<file path="config.mk">
export PLATFORM = sky130hd
export DESIGN_NAME = bin_to_bcd_seq_flat
export DESIGN_NICKNAME = d
export VERILOG_FILES = /design/src/rtl/bin_to_bcd_seq_if.sv /design/src/rtl/bin_to_bcd_seq.sv /design/src/flat_wrapper.sv
export SDC_FILE = /design/constraint.sdc
export NUM_CORES = 1
export LEC_CHECK = 0
export ABC_AREA = 1
export CORE_UTILIZATION = 40
export DETAILED_ROUTE_END_ITERATION = 8
export GPL_TIMING_DRIVEN = 0
export SLEW_MARGIN = 40
export SYNTH_ARGS = -nofsm -noshare
export SYNTH_HDL_FRONTEND = slang
export SYNTH_SLANG_ARGS = --single-unit
export TNS_END_PERCENT = 5
</file>
<file path="constraint.sdc">
create_clock -name CLOCK_50 -period 2.8 [get_ports CLOCK_50]
set_input_delay 0.7 -clock CLOCK_50 [delete_from_list [all_inputs] [get_ports CLOCK_50]]
set_output_delay 0.7 -clock CLOCK_50 [all_outputs]
set_load 0.005 [all_outputs]
</file>
<file path="src/rtl/bin_to_bcd_seq_if.sv">
// bin_to_bcd_seq_if
//   Request/result bundle for the sequential binary-to-BCD converter.
//   master : requester side (drives START/BIN, observes status and result)
//   slave  : converter side
//   START  conversion request, sampled on the rising clock edge
//   BIN    binary value, captured on the accepted START edge
//   BUSY   conversion in progress
//   DONE   one-cycle pulse when BCD/OVF are updated
//   BCD    packed result, digit i in BCD[4i+3:4i], digit 0 = units
//   OVF    last completed input was >= 10**DIGITS
interface bin_to_bcd_seq_if #(
   parameter int unsigned IN_W   = 10,
   parameter int unsigned DIGITS = 4
);
   logic                  START;
   logic [IN_W-1:0]       BIN;
   logic                  BUSY;
   logic                  DONE;
   logic [4*DIGITS-1:0]   BCD;
   logic                  OVF;

   modport master (output START, BIN, input BUSY, DONE, BCD, OVF);
   modport slave  (input START, BIN, output BUSY, DONE, BCD, OVF);
endinterface

</file>
<file path="src/rtl/bin_to_bcd_seq.sv">
// bin_to_bcd_seq
//   Iterative shift-add-3 (double-dabble) binary-to-BCD converter feeding the
//   7-segment digit decoders. One input bit is consumed per clock; a result
//   is produced every IN_W+1 cycles when START is held high.
//   CLOCK_50  system clock, rising edge
//   RST_N     asynchronous active-low reset
//   cv        slave side of bin_to_bcd_seq_if (START, BIN, BUSY, DONE, BCD, OVF)
module bin_to_bcd_seq #(
   parameter int unsigned IN_W   = 10,
   parameter int unsigned DIGITS = 4
) (
   input  logic             CLOCK_50,
   input  logic             RST_N,
   bin_to_bcd_seq_if.slave  cv
);

   localparam int unsigned   CW   = $clog2(IN_W + 1);
   localparam int unsigned   BW   = 4 * DIGITS;
   localparam logic [CW-1:0] LAST = CW'(IN_W - 1);

   localparam logic [1:0] ST_IDLE  = 2'd0;
   localparam logic [1:0] ST_SHIFT = 2'd1;
   localparam logic [1:0] ST_DONE  = 2'd2;

   logic [1:0]      state_q;
   logic [CW-1:0]   count_q;
   logic [IN_W-1:0] bin_q;
   logic [BW-1:0]   dig_q;
   logic            sticky_q;
   logic [BW-1:0]   bcd_q;
   logic            ovf_q;

   logic [BW-1:0]   dig_adj;
   logic [BW-1:0]   dig_shifted;
   logic            carry_out;

   // Add-3 correction on every digit in parallel, then shift the next input
   // bit into the units digit. The bit leaving the top digit is a carry into
   // a digit that does not exist, i.e. the value has reached 10**DIGITS.
   always_comb begin
      dig_adj = '0;
      for (int unsigned i = 0; i < DIGITS; i++) begin
         if (dig_q[4*i +: 4] >= 4'd5) dig_adj[4*i +: 4] = dig_q[4*i +: 4] + 4'd3;
         else                         dig_adj[4*i +: 4] = dig_q[4*i +: 4];
      end
      dig_shifted = {dig_adj[BW-2:0], bin_q[IN_W-1]};
      carry_out   = dig_adj[BW-1];
   end

   always_ff @(posedge CLOCK_50 or negedge RST_N) begin
      if (!RST_N) begin
         state_q  <= ST_IDLE;
         count_q  <= '0;
         bin_q    <= '0;
         dig_q    <= '0;
         sticky_q <= 1'b0;
         bcd_q    <= '0;
         ovf_q    <= 1'b0;
      end else begin
         case (state_q)
            ST_IDLE, ST_DONE: begin
               if (cv.START) begin
                  state_q  <= ST_SHIFT;
                  bin_q    <= cv.BIN;
                  dig_q    <= '0;
                  sticky_q <= 1'b0;
                  count_q  <= '0;
               end else begin
                  state_q  <= ST_IDLE;
               end
            end
            ST_SHIFT: begin
               dig_q    <= dig_shifted;
               bin_q    <= bin_q << 1;
               sticky_q <= sticky_q | carry_out;
               count_q  <= count_q + CW'(1);
               // Result registers load on the same edge as the final shift so
               // BCD/OVF never expose a partial value.
               if (count_q == LAST) begin
                  state_q <= ST_DONE;
                  bcd_q   <= dig_shifted;
                  ovf_q   <= sticky_q | carry_out;
               end
            end
            default: state_q <= ST_IDLE;
         endcase
      end
   end

   assign cv.BUSY = (state_q == ST_SHIFT);
   assign cv.DONE = (state_q == ST_DONE);
   assign cv.BCD  = bcd_q;
   assign cv.OVF  = ovf_q;

endmodule

</file>
<file path="src/flat_wrapper.sv">
// flat-port wrapper written by rule: the top's interface ports become plain ports
module bin_to_bcd_seq_flat 
#(
   parameter int unsigned IN_W   = 10,
   parameter int unsigned DIGITS = 4
)
  (CLOCK_50, RST_N, cv_START, cv_BIN, cv_BUSY, cv_DONE, cv_BCD, cv_OVF);
  bin_to_bcd_seq_if #(.IN_W(IN_W), .DIGITS(DIGITS)) cv_i ();
  input  logic CLOCK_50;
  input  logic RST_N;
  input wire logic [$bits(cv_i.START)-1:0] cv_START;
  input wire logic [$bits(cv_i.BIN)-1:0] cv_BIN;
  output wire logic [$bits(cv_i.BUSY)-1:0] cv_BUSY;
  output wire logic [$bits(cv_i.DONE)-1:0] cv_DONE;
  output wire logic [$bits(cv_i.BCD)-1:0] cv_BCD;
  output wire logic [$bits(cv_i.OVF)-1:0] cv_OVF;
  assign cv_i.START = cv_START;
  assign cv_i.BIN = cv_BIN;
  assign cv_BUSY = cv_i.BUSY;
  assign cv_DONE = cv_i.DONE;
  assign cv_BCD = cv_i.BCD;
  assign cv_OVF = cv_i.OVF;
  bin_to_bcd_seq #(.IN_W(IN_W), .DIGITS(DIGITS)) u_core (.CLOCK_50(CLOCK_50), .RST_N(RST_N), .cv(cv_i));
endmodule
</file>
==> impl_summary.log <==
[metrics] post-route fraction of the period consumed by the critical path: 0.922
[metrics] count of different cell masters after synthesis: 25
[metrics] delay contributed by the slowest stage of the critical path: 0.52 ns
[metrics] Clock Sink Count: 50
[metrics] Post-Syn Area per Cell: 8.64 um2
[metrics] share of Yosys cell area claimed by the top area cell type: 0.521
[metrics] worst slack, placed: 0.548 ns
[metrics] fraction of registers with async set or reset after synthesis: 1.00
[metrics] worst-path cell chain: inv_1 > nand2_4 > inv_1 > buf_4 > clkdlybuf4s50_1
[metrics] endpoint class of the critical path: primary output
[metrics] WP depth: 5
[metrics] CP Launch Point: u_core.state_q[1]$_DFFE_PN0P_
[metrics] critical path class: flop to primary output
[metrics] number of global-route vias before repair: 1950
[metrics] GP Congestion: 0.754
[metrics] maximum number of pins on one net before global-route repair: 37
[metrics] met2 layer usage reported by global route: 0.304
[metrics] global-route usage over all layers: 0.182
[metrics] data arrival time of the critical path: 1.88 ns
[metrics] Die Wd: 79.5 um
[metrics] launching element type of the critical path: flop
[metrics] leftover overflow at the end of global routing: 0
[metrics] top fanout value on the critical path: 10
[metrics] number of cell rows: 27
[metrics] clock input transition at the sequential cells of the worst setup and hold paths: 0.09 ns
[metrics] Final Worst Setup Slack: 0.220 ns
[metrics] number of enable flip-flop cells after synthesis: 0
[metrics] wire length per cell: 13.0 um
[metrics] wire length of the first global-routing pass: 8890 um
[metrics] CP max-delay cell: clkdlybuf4s50_1
[metrics] diode insertion count for antenna repair: 0
[metrics] cell type with the highest occurrence count on the critical path: inv_1
[metrics] Initial Util: 0.426
[metrics] termination of the worst setup path: cv_BUSY
[metrics] ports placed on the boundary: 32
[metrics] critical path's top delay family: buffers and inverters
[metrics] post-DR vias/cell: 5.04
[metrics] type of the worst min-delay path: input port to asynchronous set/reset pin
[metrics] CTS root buf: clkbuf_8
[metrics] Slew Viols, Final: 0
[metrics] relative slew slack: 0.632
[metrics] post-placement cell count: 382
[metrics] Req. time, crit path: 2.10 ns
[metrics] synthesized instance count: 278
[metrics] number of fill cells: 557
[metrics] Final Routed Wirelength: 5060 um
[metrics] register bit count reported by yosys: 50
[metrics] power density over the cells: 1180 nW/um2
[metrics] Die Footprint: 6320 um2
[metrics] post-synthesis net count: 301
[metrics] met3 global-route usage: 0.0377
[metrics] count of buffer and inverter cells on the critical path: 4
[metrics] DRC Markers: 0
[metrics] clock skew: 0.00769 ns
[metrics] first drt pass iteration count: 4
[metrics] number of setup buffers added after CTS: 0
[metrics] share of post-route cells with drive strength above 1: 0.0662
[metrics] R2R depth: 7
[metrics] run status: finished, final reports clean
[metrics] RSZ-0062 raised after global routing: no
[metrics] buffer levels on the longest clock path: 2
[metrics] total of max-cap violations: 0
[metrics] total of cells resized after clock tree synthesis: 0
[metrics] total number of H-tree levels: 2
[metrics] largest area contributor in the synthesized netlist: dfrtp_1
[metrics] Least-Margin Pin Slew: 0.552 ns
[metrics] Max Freq: 0.388 GHz
[metrics] number of antenna violations at the first check in global routing: 0
[metrics] core footprint: 5640 um2
[metrics] main area contributors after synthesis: dfrtp_1 (52%), nand2_1 (14%), nand3_1 (6.5%)
[metrics] reg-to-reg endpoint: u_core.dig_q[12]$_DFFE_PN0P_
[metrics] static leakage: 1.45 nW
[metrics] Yosys warnings: 0
[metrics] area grow syn2layout: 22.1%
[metrics] count of hold buffers inserted by post-cts repair: 0
[metrics] fin crit period: 2.58 ns
[metrics] DR iter-0 viols: 69
[metrics] setup slack, reg-to-reg: 1.08 ns
[metrics] buffers added on ports: 31
[metrics] final number of hold-violating endpoints: 0
[metrics] number of nets in the finished design: 340
[metrics] post-DP HPWL: 3580 um
[metrics] worst reg2reg path startpoint: u_core.dig_q[8]$_DFFE_PN0P_
[metrics] part of the Yosys area used for sequential elements: 0.521
[metrics] number of clock buffers inserted by TritonCTS: 5
[metrics] height of the chip: 79.5 um
[metrics] setup-violating endpoint count in the final report: 0
[metrics] predominant post-synthesis flop cell: dfrtp_1
[metrics] global routing met1 resource utilization: 0.235
[metrics] most crowded layer after global routing: met2
[metrics] cell area after technology mapping: 2400 um2
[metrics] peak supply drop: 0.440 mV
[metrics] final core area utilization: 0.520
[metrics] number of standard cells in the layout, taps in and fillers out: 389
[metrics] clock tree from TritonCTS: done
[metrics] number of nets still failing antenna checks after routing: 0
[metrics] number of vias after detailed routing: 1962
[metrics] later-pin clock latency in the skew report: 0.30 ns
cell usage after synthesis, types with 2 or more instances:
cell type and n:
o22ai_1 7, ha_1 10, buf_6 2, buf_4 2, o21ai_1 4, nand2_1 87, dfrtp_1 50, nand3_1 31
nor2_1 4, a21oi_1 6, nand2_2 2, o221ai_1 7, inv_1 35, o21ai_0 18, o211ai_1 3
area by class of cell:
type	count	area (um2)	share of cell area
sequential	50	1250	0.427
multi-input combinational	184	951	0.324
timing repair buffer	32	328	0.112
inverter	37	139	0.0474
tap	72	90.1	0.0307
clock buffer	6	82.6	0.0282
buffer	7	60.1	0.0205
clock inverter	1	30.0	0.0102
through the flow:
step / power (mW) / TNS [ns] / hold slack, ns / area [um2]
after floorplan: 2.36 / 0 / 0.404 / 2400
after global placement: 2.90 / -24.65 / 0.461 / 2800
after detailed placement: 2.96 / 0 / 0.461 / 2820
after CTS: 3.49 / 0 / 0.243 / 2930
after global routing: 3.79 / 0 / 0.241 / 2930
final: 3.46 / 0 / 0.243 / 2930
routing by layer:
layer	up-vias	wire length, um
met1	924	2490
met2	43	2330
li1	985	-
met5	-	0
met4	0	85
met3	10	157
state kept, by name (all words and copies together), names as in the netlist:
signal and flops:
u_core.cv.BCD 16, u_core.dig_q 16, u_core.bin_q 10, u_core.count_q 4, u_core.state_q 2, u_core.cv.OVF 1
u_core.sticky_q 1
logic make-up (layout without fill, tap and decap cells):
| group | Yosys count | after routing | synth area share |
|---|---|---|---|
| compound gates | 46 | 46 | 0.117 |
| fa+ha+maj | 10 | 10 | 0.0521 |
| xor+xnor | 1 | 1 | 0.00365 |
| simple gates | 127 | 127 | 0.224 |
| buf+inv | 44 | 83 | 0.0828 |
| flops | 50 | 50 | 0.521 |
how the worst min path moves through the flow:
stage | end | slack [ns] | start | cells past startpoint
6_report | u_core.cv.BCD[4]$_DFFE_PN0P_ | 0.24 | RST_N | 1
5_1_grt | u_core.cv.BCD[4]$_DFFE_PN0P_ | 0.24 | RST_N | 1
4_1_cts | u_core.cv.BCD[4]$_DFFE_PN0P_ | 0.24 | RST_N | 1
3_5_place_dp | u_core.count_q[3]$_DFFE_PN0P_ | 0.46 | u_core.count_q[3]$_DFFE_PN0P_ | 1
3_3_place_gp | u_core.count_q[3]$_DFFE_PN0P_ | 0.46 | u_core.count_q[3]$_DFFE_PN0P_ | 1
2_1_floorplan | u_core.bin_q[0]$_DFFE_PN0P_ | 0.40 | RST_N | 0
cells in the final DEF, fill, tap and decap left out, types with 2 or more instances in the layout:
cell type / instances
o21ai_0: 18
nand2_2: 2
nand3_1: 31
buf_6: 2
o211ai_1: 3
o21ai_1: 4
inv_1: 35
buf_4: 3
o221ai_1: 7
nand2_1: 87
a21oi_1: 6
dfrtp_1: 50
clkbuf_8: 7
nor2_1: 4
ha_1: 10
clkdlybuf4s50_1: 30
o22ai_1: 7
where the power goes:
group          internal [mW]  switching, mW
Clock                  0.286          0.235
Sequential              1.07          0.227
Combinational          0.721          0.921
Total                   2.08           1.38
No activity file was read; power rests on OpenSTA's default activity.
